$ cat config.mk
export PLATFORM = sky130hd
export DESIGN_NAME = acc_cmd_initiator
export DESIGN_NICKNAME = d
export VERILOG_FILES = /design/src/rtl/acc_cmd_initiator.sv
export SDC_FILE = /design/constraint.sdc
export NUM_CORES = 1
export LEC_CHECK = 0
export ABC_AREA = 1
export BUFFER_PORTS_ARGS = -buffer_cell sky130_fd_sc_hd__buf_2
export CAP_MARGIN = 20
export CORE_ASPECT_RATIO = 1.1
export CORE_MARGIN = 4
export CORE_UTILIZATION = 50
export DETAILED_ROUTE_END_ITERATION = 8
export PLACE_DENSITY_LB_ADDON = 0.1
export SETUP_SLACK_MARGIN = 0.15
export SKIP_CTS_REPAIR_TIMING = 1
export SYNTH_ARGS = -nofsm -noshare
export SYNTH_HDL_FRONTEND = slang
export SYNTH_SLANG_ARGS = --single-unit
$ cat constraint.sdc
create_clock -name clk -period 2.85 [get_ports clk]
set_clock_uncertainty 0.1 [all_clocks]
set_input_delay 0.57 -clock clk [delete_from_list [all_inputs] [get_ports clk]]
set_output_delay 0.57 -clock clk [all_outputs]
set_load 0.05 [all_outputs]
$ cat src/rtl/acc_cmd_initiator.sv
// CPU-side initiator for the BNN accelerator MMIO command port: issues SRC, DES and
// START writes for one {src,dst} command, waits for busy to drop and returns the result.
module acc_cmd_initiator #(
  parameter logic [31:0] BASE_ADDR = 32'hF000_0000,
  parameter logic [31:0] OFF_SRC   = 32'h0008_0000,
  parameter logic [31:0] OFF_DES   = 32'h000C_0000,
  parameter logic [31:0] OFF_START = 32'h0010_0000,
  parameter int unsigned SRC_GAP   = 1,
  parameter int unsigned TIMEOUT   = 256
) (
  input  logic        clk,
  input  logic        rst_n,
  input  logic        cmd_valid,
  output logic        cmd_ready,
  input  logic [31:0] cmd_src,
  input  logic [31:0] cmd_dst,
  output logic [31:0] mmio_addr,
  output logic [31:0] mmio_wdata,
  output logic        mmio_wr,
  input  logic        acc_busy,
  input  logic [31:0] acc_result,
  output logic        rsp_valid,
  input  logic        rsp_ready,
  output logic [31:0] rsp_result,
  output logic        rsp_err
);

  localparam int unsigned CNT_W = $clog2(TIMEOUT);
  localparam logic [CNT_W-1:0] CNT_LAST = CNT_W'(TIMEOUT - 1);
  localparam logic [3:0] GAP_LOAD = (SRC_GAP == 0) ? 4'd0 : 4'(SRC_GAP - 1);

  typedef enum logic [2:0] {
    S_IDLE     = 3'd0,
    S_WR_SRC   = 3'd1,
    S_GAP      = 3'd2,
    S_WR_DES   = 3'd3,
    S_WR_START = 3'd4,
    S_WAIT     = 3'd5,
    S_RESP     = 3'd6
  } state_t;

  state_t            state_q, state_d;
  logic [31:0]       src_q, src_d;
  logic [31:0]       dst_q, dst_d;
  logic [3:0]        gap_q, gap_d;
  logic [CNT_W-1:0]  wait_q, wait_d;
  logic [31:0]       rsp_result_q, rsp_result_d;
  logic              rsp_err_q, rsp_err_d;
  logic              rsp_valid_q, rsp_valid_d;
  logic [31:0]       mmio_addr_q, mmio_addr_d;
  logic [31:0]       mmio_wdata_q, mmio_wdata_d;
  logic              mmio_wr_q, mmio_wr_d;
  logic              idle_q, idle_d;

  // idle_q keeps cmd_ready low while reset is asserted even though the state is IDLE
  assign cmd_ready  = idle_q & ~acc_busy;
  assign mmio_addr  = mmio_addr_q;
  assign mmio_wdata = mmio_wdata_q;
  assign mmio_wr    = mmio_wr_q;
  assign rsp_valid  = rsp_valid_q;
  assign rsp_result = rsp_result_q;
  assign rsp_err    = rsp_err_q;

  // Next-state logic, plus output values decoded from the next state so they register cleanly
  always_comb begin
    state_d      = state_q;
    src_d        = src_q;
    dst_d        = dst_q;
    gap_d        = gap_q;
    wait_d       = wait_q;
    rsp_result_d = rsp_result_q;
    rsp_err_d    = rsp_err_q;

    case (state_q)
      S_IDLE: begin
        if (cmd_valid && cmd_ready) begin
          src_d   = cmd_src;
          dst_d   = cmd_dst;
          state_d = S_WR_SRC;
        end else begin
          state_d = S_IDLE;
        end
      end
      S_WR_SRC: begin
        if (SRC_GAP != 32'd0) begin
          gap_d   = GAP_LOAD;
          state_d = S_GAP;
        end else begin
          state_d = S_WR_DES;
        end
      end
      S_GAP: begin
        if (gap_q == 4'd0) begin
          state_d = S_WR_DES;
        end else begin
          gap_d = gap_q - 4'd1;
        end
      end
      S_WR_DES: begin
        state_d = S_WR_START;
      end
      S_WR_START: begin
        wait_d  = '0;
        state_d = S_WAIT;
      end
      S_WAIT: begin
        // A busy drop wins over a timeout landing on the same cycle
        if (!acc_busy) begin
          rsp_result_d = acc_result;
          rsp_err_d    = 1'b0;
          state_d      = S_RESP;
        end else if (wait_q == CNT_LAST) begin
          rsp_result_d = 32'd0;
          rsp_err_d    = 1'b1;
          state_d      = S_RESP;
        end else begin
          wait_d = wait_q + CNT_W'(1);
        end
      end
      S_RESP: begin
        if (rsp_ready) begin
          state_d = S_IDLE;
        end else begin
          state_d = S_RESP;
        end
      end
      default: begin
        state_d = S_IDLE;
      end
    endcase

    mmio_addr_d  = BASE_ADDR;
    mmio_wdata_d = 32'd0;
    mmio_wr_d    = 1'b0;
    case (state_d)
      S_WR_SRC: begin
        mmio_addr_d  = BASE_ADDR | OFF_SRC;
        mmio_wdata_d = src_d;
        mmio_wr_d    = 1'b1;
      end
      S_WR_DES: begin
        mmio_addr_d  = BASE_ADDR | OFF_DES;
        mmio_wdata_d = dst_d;
        mmio_wr_d    = 1'b1;
      end
      S_WR_START: begin
        mmio_addr_d  = BASE_ADDR | OFF_START;
        mmio_wdata_d = 32'd0;
        mmio_wr_d    = 1'b1;
      end
      default: begin
        mmio_wr_d = 1'b0;
      end
    endcase

    idle_d      = (state_d == S_IDLE);
    rsp_valid_d = (state_d == S_RESP);
  end

  // State, latches and registered outputs
  always_ff @(posedge clk or negedge rst_n) begin
    if (!rst_n) begin
      state_q      <= S_IDLE;
      src_q        <= 32'd0;
      dst_q        <= 32'd0;
      gap_q        <= 4'd0;
      wait_q       <= '0;
      rsp_result_q <= 32'd0;
      rsp_err_q    <= 1'b0;
      rsp_valid_q  <= 1'b0;
      mmio_addr_q  <= BASE_ADDR;
      mmio_wdata_q <= 32'd0;
      mmio_wr_q    <= 1'b0;
      idle_q       <= 1'b0;
    end else begin
      state_q      <= state_d;
      src_q        <= src_d;
      dst_q        <= dst_d;
      gap_q        <= gap_d;
      wait_q       <= wait_d;
      rsp_result_q <= rsp_result_d;
      rsp_err_q    <= rsp_err_d;
      rsp_valid_q  <= rsp_valid_d;
      mmio_addr_q  <= mmio_addr_d;
      mmio_wdata_q <= mmio_wdata_d;
      mmio_wr_q    <= mmio_wr_d;
      idle_q       <= idle_d;
    end
  end

endmodule
# Yosys cells after proc, flatten, opt, wreduce, memory -nomap -nowiden
# Cells that the tools add are included.
[classes]
addsub = 2
reduce_logical = 10
eq_ne = 15
div_mod_pow = 0
shift = 0
bitwise = 2
muxes = 22
magnitude_cmp = 0
multipliers = 0
[ops]
columns = ["op", "n"]
rows = [
  ["two-way mux 32 bit", 6],
  ["one-hot mux 32 bit (2 select lines)", 1],
  ["one-hot mux 21 bit (3 select lines)", 1],
  ["one-hot mux 3 bit (7 select lines)", 1],
  ["two-way mux 8 bit", 2],
  ["one-hot mux 8 bit (2 select lines)", 1],
  ["equality test 3 bit (second input constant)", 5],
  ["two-way mux 3 bit", 4],
  ["equality test 3 x 2 -> 1 bit (second input constant)", 3],
  ["adder 8 x 1 -> 8 bit (second input constant)", 1],
  ["equality test 8 bit (second input constant)", 1],
  ["one-hot mux 4 bit (2 select lines)", 1],
  ["equality test 3 x 1 -> 1 bit (second input constant)", 2],
  ["zero test 3 bit", 2],
  ["inequality test 2 bit (second input constant)", 3],
  ["zero test 4 bit", 1],
  ["two-way mux 1 bit", 4],
  ["two-way mux 4 bit", 1],
  ["AND reduction 2 bit", 2],
  ["nonzero test 2 bit", 2],
  ["subtractor 4 x 1 -> 4 bit (second input constant)", 1],
  ["AND reduction 3 bit", 1],
  ["OR reduction 3 bit", 1],
  ["inequality test 2 x 1 -> 1 bit (second input constant)", 1],
  ["other kinds (3)", 3],
]
[word_totals]
latchBits = 0
out_inout_bits = 100
register_bits = 179
ramBits = 0
mem_bits_ro = 0
mem_count = 0

# Depth between registers and ports, before layout
[depth]
depth_word = 8
depth_mapped = 9

# Least setup slack after synthesis
# OpenSTA, ideal clock, no wires.
[synth_timing]
path_type = "in2out"
from = "in acc_busy"
to = "out cmd_ready"
path_stages = 3
setup_slack_ps = 1196
path_buffers = 0
arrival_time_ps = 984
t_required_ps = 2180
path_cell_list = "inv_1 > nand2_1 > inv_1"
[synth_via]
elab_chain_cells = 2
[synth_rtl]
columns = ["item", "line", "source"]
rows = [
  ["from (decl)", "20", "input logic acc_busy,"],
  ["inverter 1 bit", "56", "assign cmd_ready = idle_q & ~acc_busy;"],
  ["AND 1 bit", "56", ""],
  ["to (decl)", "14", "output logic cmd_ready,"],
]
# No other way between the ends.

# Worst setup path in the final report
[layout_timing]
from = "reg wait_q[0]"
to = "reg rsp_result_q[11], in the netlist rsp_result[11]"
[layout_via]
elab_chain_cells = 3
[layout_rtl]
columns = ["item", "line", "source"]
rows = [
  ["from (decl)", "46", "logic [CNT_W-1:0] wait_q, wait_d;"],
  ["from (signal assigned)", "180", "wait_q <= wait_d;"],
  ["equality test 8 bit", "112", "end else if (wait_q == CNT_LAST) begin"],
  ["inequality test 2 x 1 -> 1 bit (no line)", "--", ""],
  ["AND reduction 2 bit (no line)", "--", ""],
  ["to (signal assigned)", "181", "rsp_result_q <= rsp_result_d;"],
  ["to (decl)", "47", "logic [31:0] rsp_result_q, rsp_result_d;"],
]
# No other way between the ends.
# A chain may end at the register's enable or synchronous reset.

==> summary.md <==
| Metric | Value |
|---|---|
| Status | finished clean |
| Crit path DAT | 2320 ps |
| Row count | 38 |
| WL per Instance | 12.8 um |
| Setup TNS | 0 ps |
| Initial antenna violation count | 0 |
| Total Wirelength | 11400 um |
| Total Routing Usage GR | 0.195 |
| Grt ovf | 0 |
| Syn Area/Cell | 8.69 um^2 |
| Area occupied by multi-input gates | 0.00159 mm^2 |
| Core area | 0.00994 mm^2 |
| CTS Sinks | 118 |
| H-Tree Depth | 4 |
| Part of the Yosys area used for sequential elements | 0.577 |
| DR iter-0 viols | 170 |
| Layout area overhead | 28.1% |
| Max Cap Viol | 0 |
| Ranking of synthesized cells by area | dfrtp_1 58%, nand2_1 12%, inv_1 6.2% |
| Hold Path Class | primary input to flip-flop |
| CTS tree | done |
| Chip width | 104 um |
| Fillers | 862 |
| Unique masters post-synth | 23 |
| Post-DP HPWL | 8080 um |
| CTS Root Cell | clkbuf_8 |
| P_leak | 0.00372 uW |
| Ports | 201 |
| Register area | 0.00295 mm^2 |
| Most frequent cells in the layout | 170 x buf_2, 166 x nand2_1, 118 x dfrtp_1, 84 x inv_1, 51 x nand3_1 |
| Maximum resistive drop on vdd | 0.000724 V |
| Residual DRC | 0 |
| Pwr Density | 1160 mW/mm^2 |
| Port bufs | 171 |
| Flops & latches, synth | 118 |
| Hold WS | 151 ps |
| Commonest non-fill, non-tap cell in the layout | buf_2 |
| Overall via count from detail_route | 4203 |
| DR vias/cell | 4.71 |
| Die area | 0.0119 mm^2 |
| Fmax | 496 MHz |
| CTS Buffer Depth | 2 |
| Global-route wire length before repair | 18700 um |
| Inserted Diodes | 0 |
| Clock transition at path regs | 60 ps |
| Critical path class | flip-flop to flip-flop |
| Final setup fails | 0 |
| Share of the synthesized area in the top cell type | 0.577 |
| Final Core Density | 0.660 |
| Slack of the critical path | 832 ps |
| Slew Limit Fails | 0 |
| Min Tclk post-route | 2020 ps |
| Place WS | 822 ps |
| Vias in the first global route | 4119 |
| Hold Vio Cnt, Final | 0 |
| Final period util | 0.708 |
| RSZ-0062 raised after global routing | no |
| Post-route ant nets | 0 |
| Worst Setup End Kind | flip-flop |
| Skew-Pair Late Insertion Delay | 520 ps |
| Share of cells above drive strength 1 | 0.284 |
| Worst slew margin | 0.606 |
| Worst Max-Slew Pin Slew | 591 ps |
| Initial core utilization | 0.515 |
| Post-synthesis instance total | 589 |
| CTS buffer count | 17 |
| Layout Nets | 864 |
| Chip height | 114 um |
| Largest net degree at the start of global routing | 98 |
| Routability congestion estimate from global placement | 0.828 |
| CP Launch Type | flip-flop |
| Synthesis Warnings | 0 |
| Synth area leader | dfrtp_1 |
| TritonRoute pass-1 iters | 4 |
| Mapped Area | 0.00512 mm^2 |
| Required time of the critical path | 3150 ps |
| Critical Path Fanout Max | 20 |
-- where the power goes --
group / internal (uW) / switching [uW] / leakage [uW]
clock network: 1450 / 713 / 0.000297
logic: 661 / 2200 / 0.00192
registers: 2300 / 262 / 0.00150
-- path summary, 6_finish.rpt --
check | from | to | slack (ps) | cells after the start
worst max-delay path | wait_q[0] | rsp_result[11] | 830 | 7
worst min-delay path | acc_result[3] | rsp_result[3] | 150 | 3
worst max register to register | wait_q[0] | rsp_result[11] | 830 | 7
worst min register to register | dst_q[27] | dst_q[27] | 370 | 2
max in group asynchronous | rst_n | rsp_result[31] | 1400 | 3
min in group asynchronous | rst_n | mmio_wdata[2] | 510 | 2
-- logic make-up after synthesis --
| group | count (synthesis) | share of synthesized area |
|---|---|---|
| fa+ha+maj | 3 | 0.00733 |
| simple gates | 246 | 0.203 |
| buf+inv | 142 | 0.133 |
| compound gates | 75 | 0.0735 |
| other cells | 2 | 0.00147 |
| flops | 118 | 0.577 |
| xor+xnor | 3 | 0.00513 |
-- per-layer routing --
layer,global-route usage,vias up,routed length (um)
met4,0.0878,0,170
met3,0.0615,17,829
met1,0.245,1924,4950
met5,0,-,0
li1,-,2102,-
met2,0.312,160,5490
-- through the flow --
stage,area (um^2),std cells,total power [uW]
floorplan,5220,616,4770
CTS,6550,891,7660
global placement,5950,860,5390
global route,6560,892,8020
finish,6560,892,7590
detailed placement,5950,860,5470
-- cells in the mapped netlist --
master	n
nor2_4	2
xor2_1	3
o21ai_1	40
nand4_1	1
conb_1	2
nand3_1	51
buf_2	15
clkbuf_1	3
a21oi_1	2
buf_4	33
nor2_2	3
inv_2	6
nor2_1	18
nand3_2	3
ha_1	3
o22ai_1	1
dfrtp_1	118
or2_1	1
o21ai_0	32
nor3b_1	1
buf_6	1
nand2_1	166
inv_1	84
-- sequential cells by signal, indices dropped and copies added (netlist names) --
| signal | cells |
|---|---|
| mmio_wr | 1 |
| mmio_wdata | 32 |
| rsp_err | 1 |
| wait_q | 8 |
| state_q | 3 |
| rsp_valid | 1 |
| rsp_result | 32 |
| dst_q | 32 |
| idle_q | 1 |
| gap_q | 4 |
| mmio_addr | 3 |
-- critical path: stages (launching register included) --
cell and delay [ps]:
dfrtp_1 410, ha_1 190, nand2_1 90, nor2_2 220
nand3_2 390, buf_4 350, nand3_1 80, nand2_1 60
-- layout make-up --
| type | count | area share |
|---|---|---|
| clock buffers | 21 | 0.0685 |
| inverters | 90 | 0.0515 |
| multi-input cells | 356 | 0.242 |
| well taps | 120 | 0.0229 |
| flip-flops and latches | 118 | 0.450 |
| clock inverters | 10 | 0.0233 |
| repair buffers | 177 | 0.142 |
Power figures use the tool's default switching activity.
